`src/rtl/regfile_dump_streamer_pkg.sv`:
```
// Shared definitions for the register-file dump streamer: default sizing and
// the FSM state encoding. Encoding 2'd3 is unused and recovers to IDLE.
package regfile_dump_streamer_pkg;

  localparam int DEF_DATA_W   = 32;
  localparam int DEF_ADDR_W   = 5;
  localparam int DEF_NUM_REGS = 32;

  typedef enum logic [1:0] {
    ST_IDLE  = 2'd0,
    ST_FETCH = 2'd1,
    ST_SEND  = 2'd2
  } state_t;

endpackage

```
`src/rtl/regfile_dump_streamer.sv`:
```
// Register-file dump streamer. On a start pulse, walks RF read addresses
// 0..NUM_REGS-1 through one combinational read port and streams every word
// out over valid/ready, tagged with its index and a last flag. hold_wb is
// high for the whole dump so writeback stalls and the dump is a snapshot.
//
// Ports:
//   clk        system clock, all state on rising edge
//   rst_n      synchronous reset, active-low
//   start      dump request, sampled only in IDLE
//   rd_addr    RF read address (combinational read)
//   rd_data    RF read data for rd_addr, same cycle
//   hold_wb    stall RF writes while high
//   out_valid / out_ready / out_data / out_index / out_last   stream port
//   busy       high in FETCH/SEND
//   done       one-cycle pulse after the last word is accepted
//
// state | meaning
// ------+---------------------------------------------------------------
// IDLE  | waiting for start; done pulses here for one cycle after a dump
// FETCH | one cycle, captures word 0 from the RF into the output register
// SEND  | output register valid; each handshake loads the next word
module regfile_dump_streamer
  import regfile_dump_streamer_pkg::*;
#(
  parameter int DATA_W   = DEF_DATA_W,
  parameter int ADDR_W   = DEF_ADDR_W,
  parameter int NUM_REGS = DEF_NUM_REGS
) (
  input  logic              clk,
  input  logic              rst_n,
  input  logic              start,
  output logic [ADDR_W-1:0] rd_addr,
  input  logic [DATA_W-1:0] rd_data,
  output logic              hold_wb,
  output logic              out_valid,
  input  logic              out_ready,
  output logic [DATA_W-1:0] out_data,
  output logic [ADDR_W-1:0] out_index,
  output logic              out_last,
  output logic              busy,
  output logic              done
);

  // ptr is one bit wider than the address so NUM_REGS == 2**ADDR_W can be
  // represented as the end-of-dump value without wrapping to 0.
  localparam logic [ADDR_W:0] PTR_END  = (ADDR_W+1)'(NUM_REGS);
  localparam logic [ADDR_W:0] PTR_LAST = (ADDR_W+1)'(NUM_REGS - 1);
  localparam logic [ADDR_W:0] PTR_ONE  = (ADDR_W+1)'(1);

  state_t              state, state_nx;
  logic [ADDR_W:0]     ptr, ptr_nx;
  logic                valid_nx, last_nx, done_nx;
  logic [DATA_W-1:0]   data_nx;
  logic [ADDR_W-1:0]   index_nx;
  logic                handshake;

  assign handshake = out_valid & out_ready;
  assign rd_addr   = ptr[ADDR_W-1:0];
  assign busy      = (state != ST_IDLE);
  assign hold_wb   = busy;

  always_ff @(posedge clk) begin
    if (!rst_n) begin
      state     <= ST_IDLE;
      ptr       <= '0;
      out_valid <= 1'b0;
      out_data  <= '0;
      out_index <= '0;
      out_last  <= 1'b0;
      done      <= 1'b0;
    end else begin
      state     <= state_nx;
      ptr       <= ptr_nx;
      out_valid <= valid_nx;
      out_data  <= data_nx;
      out_index <= index_nx;
      out_last  <= last_nx;
      done      <= done_nx;
    end
  end

  always_comb begin
    state_nx = state;
    ptr_nx   = ptr;
    valid_nx = out_valid;
    data_nx  = out_data;
    index_nx = out_index;
    last_nx  = out_last;
    done_nx  = 1'b0;

    case (state)
      ST_IDLE: begin
        if (start) begin
          ptr_nx   = '0;
          state_nx = ST_FETCH;
        end
      end

      ST_FETCH: begin
        data_nx  = rd_data;
        index_nx = '0;
        last_nx  = (NUM_REGS == 1);
        valid_nx = 1'b1;
        ptr_nx   = PTR_ONE;
        state_nx = ST_SEND;
      end

      ST_SEND: begin
        // Without a handshake everything holds, so the word never retracts.
        if (handshake) begin
          if (ptr < PTR_END) begin
            data_nx  = rd_data;
            index_nx = ptr[ADDR_W-1:0];
            last_nx  = (ptr == PTR_LAST);
            ptr_nx   = ptr + PTR_ONE;
          end else begin
            valid_nx = 1'b0;
            last_nx  = 1'b0;
            done_nx  = 1'b1;
            state_nx = ST_IDLE;
          end
        end
      end

      default: state_nx = ST_IDLE;
    endcase
  end

endmodule
```
`config.mk`:
```
export PLATFORM = sky130hd
export DESIGN_NAME = regfile_dump_streamer
export DESIGN_NICKNAME = d
export VERILOG_FILES = /design/src/rtl/regfile_dump_streamer_pkg.sv /design/src/rtl/regfile_dump_streamer.sv
export SDC_FILE = /design/constraint.sdc
export NUM_CORES = 1
export LEC_CHECK = 0
export ABC_AREA = 0
export CELL_PAD_IN_SITES_DETAIL_PLACEMENT = 1
export CELL_PAD_IN_SITES_GLOBAL_PLACEMENT = 1
export CORE_MARGIN = 2
export CORE_UTILIZATION = 33
export CTS_CLUSTER_SIZE = 40
export DETAILED_ROUTE_END_ITERATION = 8
export PLACE_DENSITY = 0.88
export SLEW_MARGIN = 15
export SYNTH_ARGS = -nofsm -noshare
export SYNTH_HDL_FRONTEND = slang
export SYNTH_SLANG_ARGS = --single-unit
```
`constraint.sdc`:
```
create_clock -name clk -period 2.65 [get_ports clk]
set_input_delay 0.53 -clock clk [delete_from_list [all_inputs] [get_ports clk]]
set_output_delay 0.53 -clock clk [all_outputs]
set_load 0.1 [all_outputs]
```
# Yosys cells after proc, flatten, opt, wreduce, memory -nomap -nowiden
# Cells that the tools add are included.
[classes]
addsub = 1
reduce_logical = 10
mux = 21
order_cmp = 1
n_eq_ne = 7
bitwise = 1
[ops]
columns = ["cell", "n"]
rows = [
  ["$mux 32", 2],
  ["$pmux 32 s2", 1],
  ["$mux 6", 3],
  ["$pmux 6 s3", 1],
  ["$reduce_and 3->1", 4],
  ["$mux 5", 2],
  ["$pmux 5 s2", 1],
  ["$ne 2x2->1 const B", 4],
  ["$add 6x1->6 const B", 1],
  ["$eq 6x5->1 const B", 1],
  ["$lt 6x6->1 const B", 1],
  ["$mux 2", 3],
  ["$pmux 2 s3", 1],
  ["$mux 1", 5],
  ["$pmux 1 s2", 2],
  ["$reduce_and 4->1", 1],
  ["$reduce_bool 2->1", 2],
  ["$reduce_bool 3->1", 1],
  ["$eq 2x1->1 const B", 1],
  ["$eq 2x2->1 const B", 1],
  ["$logic_not 2->1", 1],
  ["$reduce_and 2->1", 1],
  ["$and 1x1->1", 1],
]
[totals]
elab_cells = 48
register_bits = 48
inputBits = 36

# Longest topological paths before layout
[logic_depth]
ltp_word = 4
ltp_mapped = 7

# Worst setup path before layout
# No wires, ideal clock.
[synth_timing]
kind = "flip-flop to output port"
startpoint = "register state[0]"
endpoint = "output hold_wb"
slack_ns = 0.468
n_path_buf = 1
path_stages_with_launch = 5
required_time_ns = 2.120
t_arrival_ns = 1.652
cell_sequence = "dfxtp_1 -> inv_1 -> ha_1 -> inv_1 -> buf_4"
[synth_between]
elab_chain_len = 1
[synth_rtl]
columns = ["item", "line_no", "source"]
rows = [
  ["start, declared", "regfile_dump_streamer.sv:50", "state_t state, state_nx;"],
  ["start signal, assigned", "regfile_dump_streamer.sv:72", "state <= state_nx;"],
  ["$reduce_bool 2->1", "regfile_dump_streamer.sv:59", "assign busy = (state != ST_IDLE);"],
  ["end, declared", "regfile_dump_streamer.sv:34", "output logic hold_wb,"],
]
# Every way passes these cells.

# Final worst setup path
[layout_timing]
startpoint = "register state[0]"
endpoint = "register out_data[20]"
[layout_between]
elab_chain_len = 3
word_cells_on_any_way = 7
[layout_rtl]
columns = ["item", "line_no", "source"]
rows = [
  ["$eq 2x2->1 / $eq 2x1->1 (equally long branches)", "regfile_dump_streamer.sv:91", "case (state)"],
  ["$ne 2x2->1 (no line) / $reduce_bool 2->1 (equally long branches)", "-", ""],
  ["$reduce_and 3->1 (no line)", "-", ""],
  ["end signal, assigned", "regfile_dump_streamer.sv:75", "out_data <= data_nx;"],
  ["end, declared", "regfile_dump_streamer.sv:37", "output logic [DATA_W-1:0] out_data,"],
]
# Parallel ways exist; a longest one is shown, timed or not.
# A chain may end at the register's enable or synchronous reset.

==> impl_results.md <==
* Status: finished, final reports clean
* Final Util at 0.479
* Count of different cell masters after synthesis at 30
* Cell area after layout at 2860 µm²
* # rows at 28
* FFs w/ async S/R, synth at 0
* Number of hold buffers added after cts at 0
* PD cells at 1250 nW/µm²
* Clk pwr share at 0.144
* Synth area leaders: dfxtp_1 (47%), nand2_1 (13%), a21boi_1 (12%), buf_4 (3.7%), ha_1 (3.7%)
* Post-synth top area share at 0.468
* Synth Cell Area at 2050 µm²
* Global-route wire length before repair at 8980 µm
* Max FO, Critical Path at 24
* Final min period at 2.05 ns
* Crit. End Element: flip-flop
* RSZ-0062 raised after global routing: false
* HPWL after DPL at 4020 µm
* Syn avg cell area at 8.77 µm²
* Most area-hungry cell type in the Yosys netlist: dfxtp_1
* Logic pwr share at 0.583
* Endpoints failing hold at 0
* HP Class: reg -> reg
* Critical Path RT at 2.87 ns
* Post-DP Area at 2750 µm²
* Vias in the first global route at 1,811
* Crit path DAT at 2.27 ns
* Residual DRC at 0
* Sw Share at 0.549
* Sequential Power Share at 0.273
* CTS resizes at 0
* Via Count at 1,829
* Final Power at 0.00356 W
* Grt total ovfl at 0
* ANT cells at 0
* Worst Skew at 0.00559 ns
* Clock Tree Root: clkbuf_8
* Post-route ant nets at 0
* Wire length per cell at 13.8 µm
* Number of flops mapped to enable cells by yosys at 0
* Layout cells sized above 1 at 0.201
* Slew HR at 0.675
* Critical Path Source Type: flip-flop
* Final setup TNS at 0 ns
* Clock slew at reported path FFs at 0.09 ns
* Longest Clk Path Bufs at 2
* Fmax at 489 MHz
* Max-slew violation count at 0
* GP Congestion at 0.741
* Worst Max-Slew Pin Slew at 0.487 ns
* Net Sw Power at 0.00195 W
* Final WL at 5310 µm
* Dominant synthesized flop cell: dfxtp_1
* Final setup vio count at 0
* Die area at 6870 µm²
* Yosys reg bits at 48
* CP Class: reg -> reg
* H-tree Lvls at 2
* Final Net Count at 350
* IO buf count at 82
* Hold slack final at 0.457 ns
* Setup bufs post-CTS at 0
* Internal at 0.00160 W
* P&R area growth vs syn at 39.1%
* Synthesized net count at 276
* Cells after Synth at 234
* CTS Buf Count at 5
* Initial antenna violation count at 0
* Pin count of the biggest net entering global routing at 33
* Starting Density at 0.345
* Die Ht at 82.9 µm
* Max cap viols at 0
* Core area at 5960 µm²
* I/O pins at 83
* Via-to-Cell Ratio at 4.76
* Final worst path period share at 0.772
* Die outline width at 82.9 µm
* First-pass DRT Iterations at 4
* CTS sink cnt at 48
* All-Layer GR Usage at 0.156
* Worst-Skew Late Latency at 0.29 ns
* Leakage at 1.18 nW
* Initial drt markers at 51
* Number of synthesis warnings at 0
* Peak VDD IR at 0.796 mV
* CTS tree: done
* Sequential area share after synthesis at 0.468
-- power groups by stage --
stage,logic (W),registers [W],clock network (W)
2_1_floorplan,0.000725,0.00198,0
3_3_place_gp,0.00206,0.000980,0
3_5_place_dp,0.00209,0.000990,0
4_1_cts,0.00209,0.000974,0.000536
5_1_grt,0.00218,0.000989,0.000558
6_report,0.00207,0.000971,0.000513
-- worst paths after layout --
kind	startpoint	endpoint	slack [ns]	cells after the start
max	state[0]	out_data[20]	0.60	6
min	out_data[11]	out_data[11]	0.46	2
max reg2reg	state[0]	out_data[20]	0.60	6
min reg2reg	out_data[11]	out_data[11]	0.46	2
-- critical path: stages, from the launching register on --
cell and delay, ns:
dfxtp_1 0.35, inv_1 0.11, ha_1 0.47, a21bo_1 0.46, buf_4 0.35, nand2_1 0.08
a21boi_1 0.15
-- layout by cell type, fill, tap and decap left out, drive strengths merged --
| cell | n |
|---|---|
| nand2 | 71 |
| buf | 51 |
| dfxtp | 48 |
| clkdlybuf4s50 | 35 |
| a21boi | 35 |
| nor2b | 12 |
| nand3 | 6 |
| ha | 6 |
| clkbuf | 6 |
| a22oi | 5 |
| a21oi | 5 |
| o21ai | 5 |
| nor2 | 4 |
| inv | 3 |
| mux2i | 2 |
| a31oi | 2 |
| nor3 | 2 |
| nand3b | 1 |
| a21bo | 1 |
| a211oi | 1 |
| and3 | 1 |
| nor4 | 1 |
| o22ai | 1 |
| a211o | 1 |
| nand4 | 1 |
| o211ai | 1 |
| bufinv | 1 |
| clkinv | 1 |
-- metal layers --
layer  track usage  routed length, µm
met1         0.204               2550
met2         0.260               2390
met3        0.0457                337
met4        0.0268                 34
met5             0                  0
-- metrics by stage --
stage	worst slack [ns]	instances
final	0.603	384
after global routing	0.322	384
after CTS	0.570	384
after detailed placement	0.305	376
after global placement	0.349	376
after floorplan	0.468	234
-- cells by family (layout without fill, tap and decap cells) --
logic type                 Yosys count  after routing  synth area share
DFF                                 48             48             0.468
AOI/OAI and AO/OA                   57             57             0.200
buffers and inverters               22             97            0.0701
adders and majority gates            6              6            0.0366
muxes                                2              2           0.00975
and+or+nand+nor                     99             99             0.215
-- cell type report --
class,count,area [µm²]
Multi-Input combinational cell,164,948
Fill cell,733,3100
Clock inverter,2,35.0
Inverter,3,11.3
Clock buffer,6,72.6
Sequential cell,48,961
Tap cell,75,93.8
Timing Repair Buffer,86,733
-- Yosys cell counts, drive strengths merged (2+ instances only) --
master and number:
dfxtp 48, nor2 4, nor3 2, ha 6, a21oi 5, buf 14
o21ai 5, a22oi 5, nor2b 12, inv 3, a31oi 2, nand3 6
a21boi 35, clkbuf 5, mux2i 2, nand2 71
-- registers in the layout, summed over array words and instances (netlist names) --
name and flops:
out_index 5, done 1, out_data 32, out_last 1, out_valid 1, state 2, ptr 6
No activity file was read; power rests on OpenSTA's default activity.
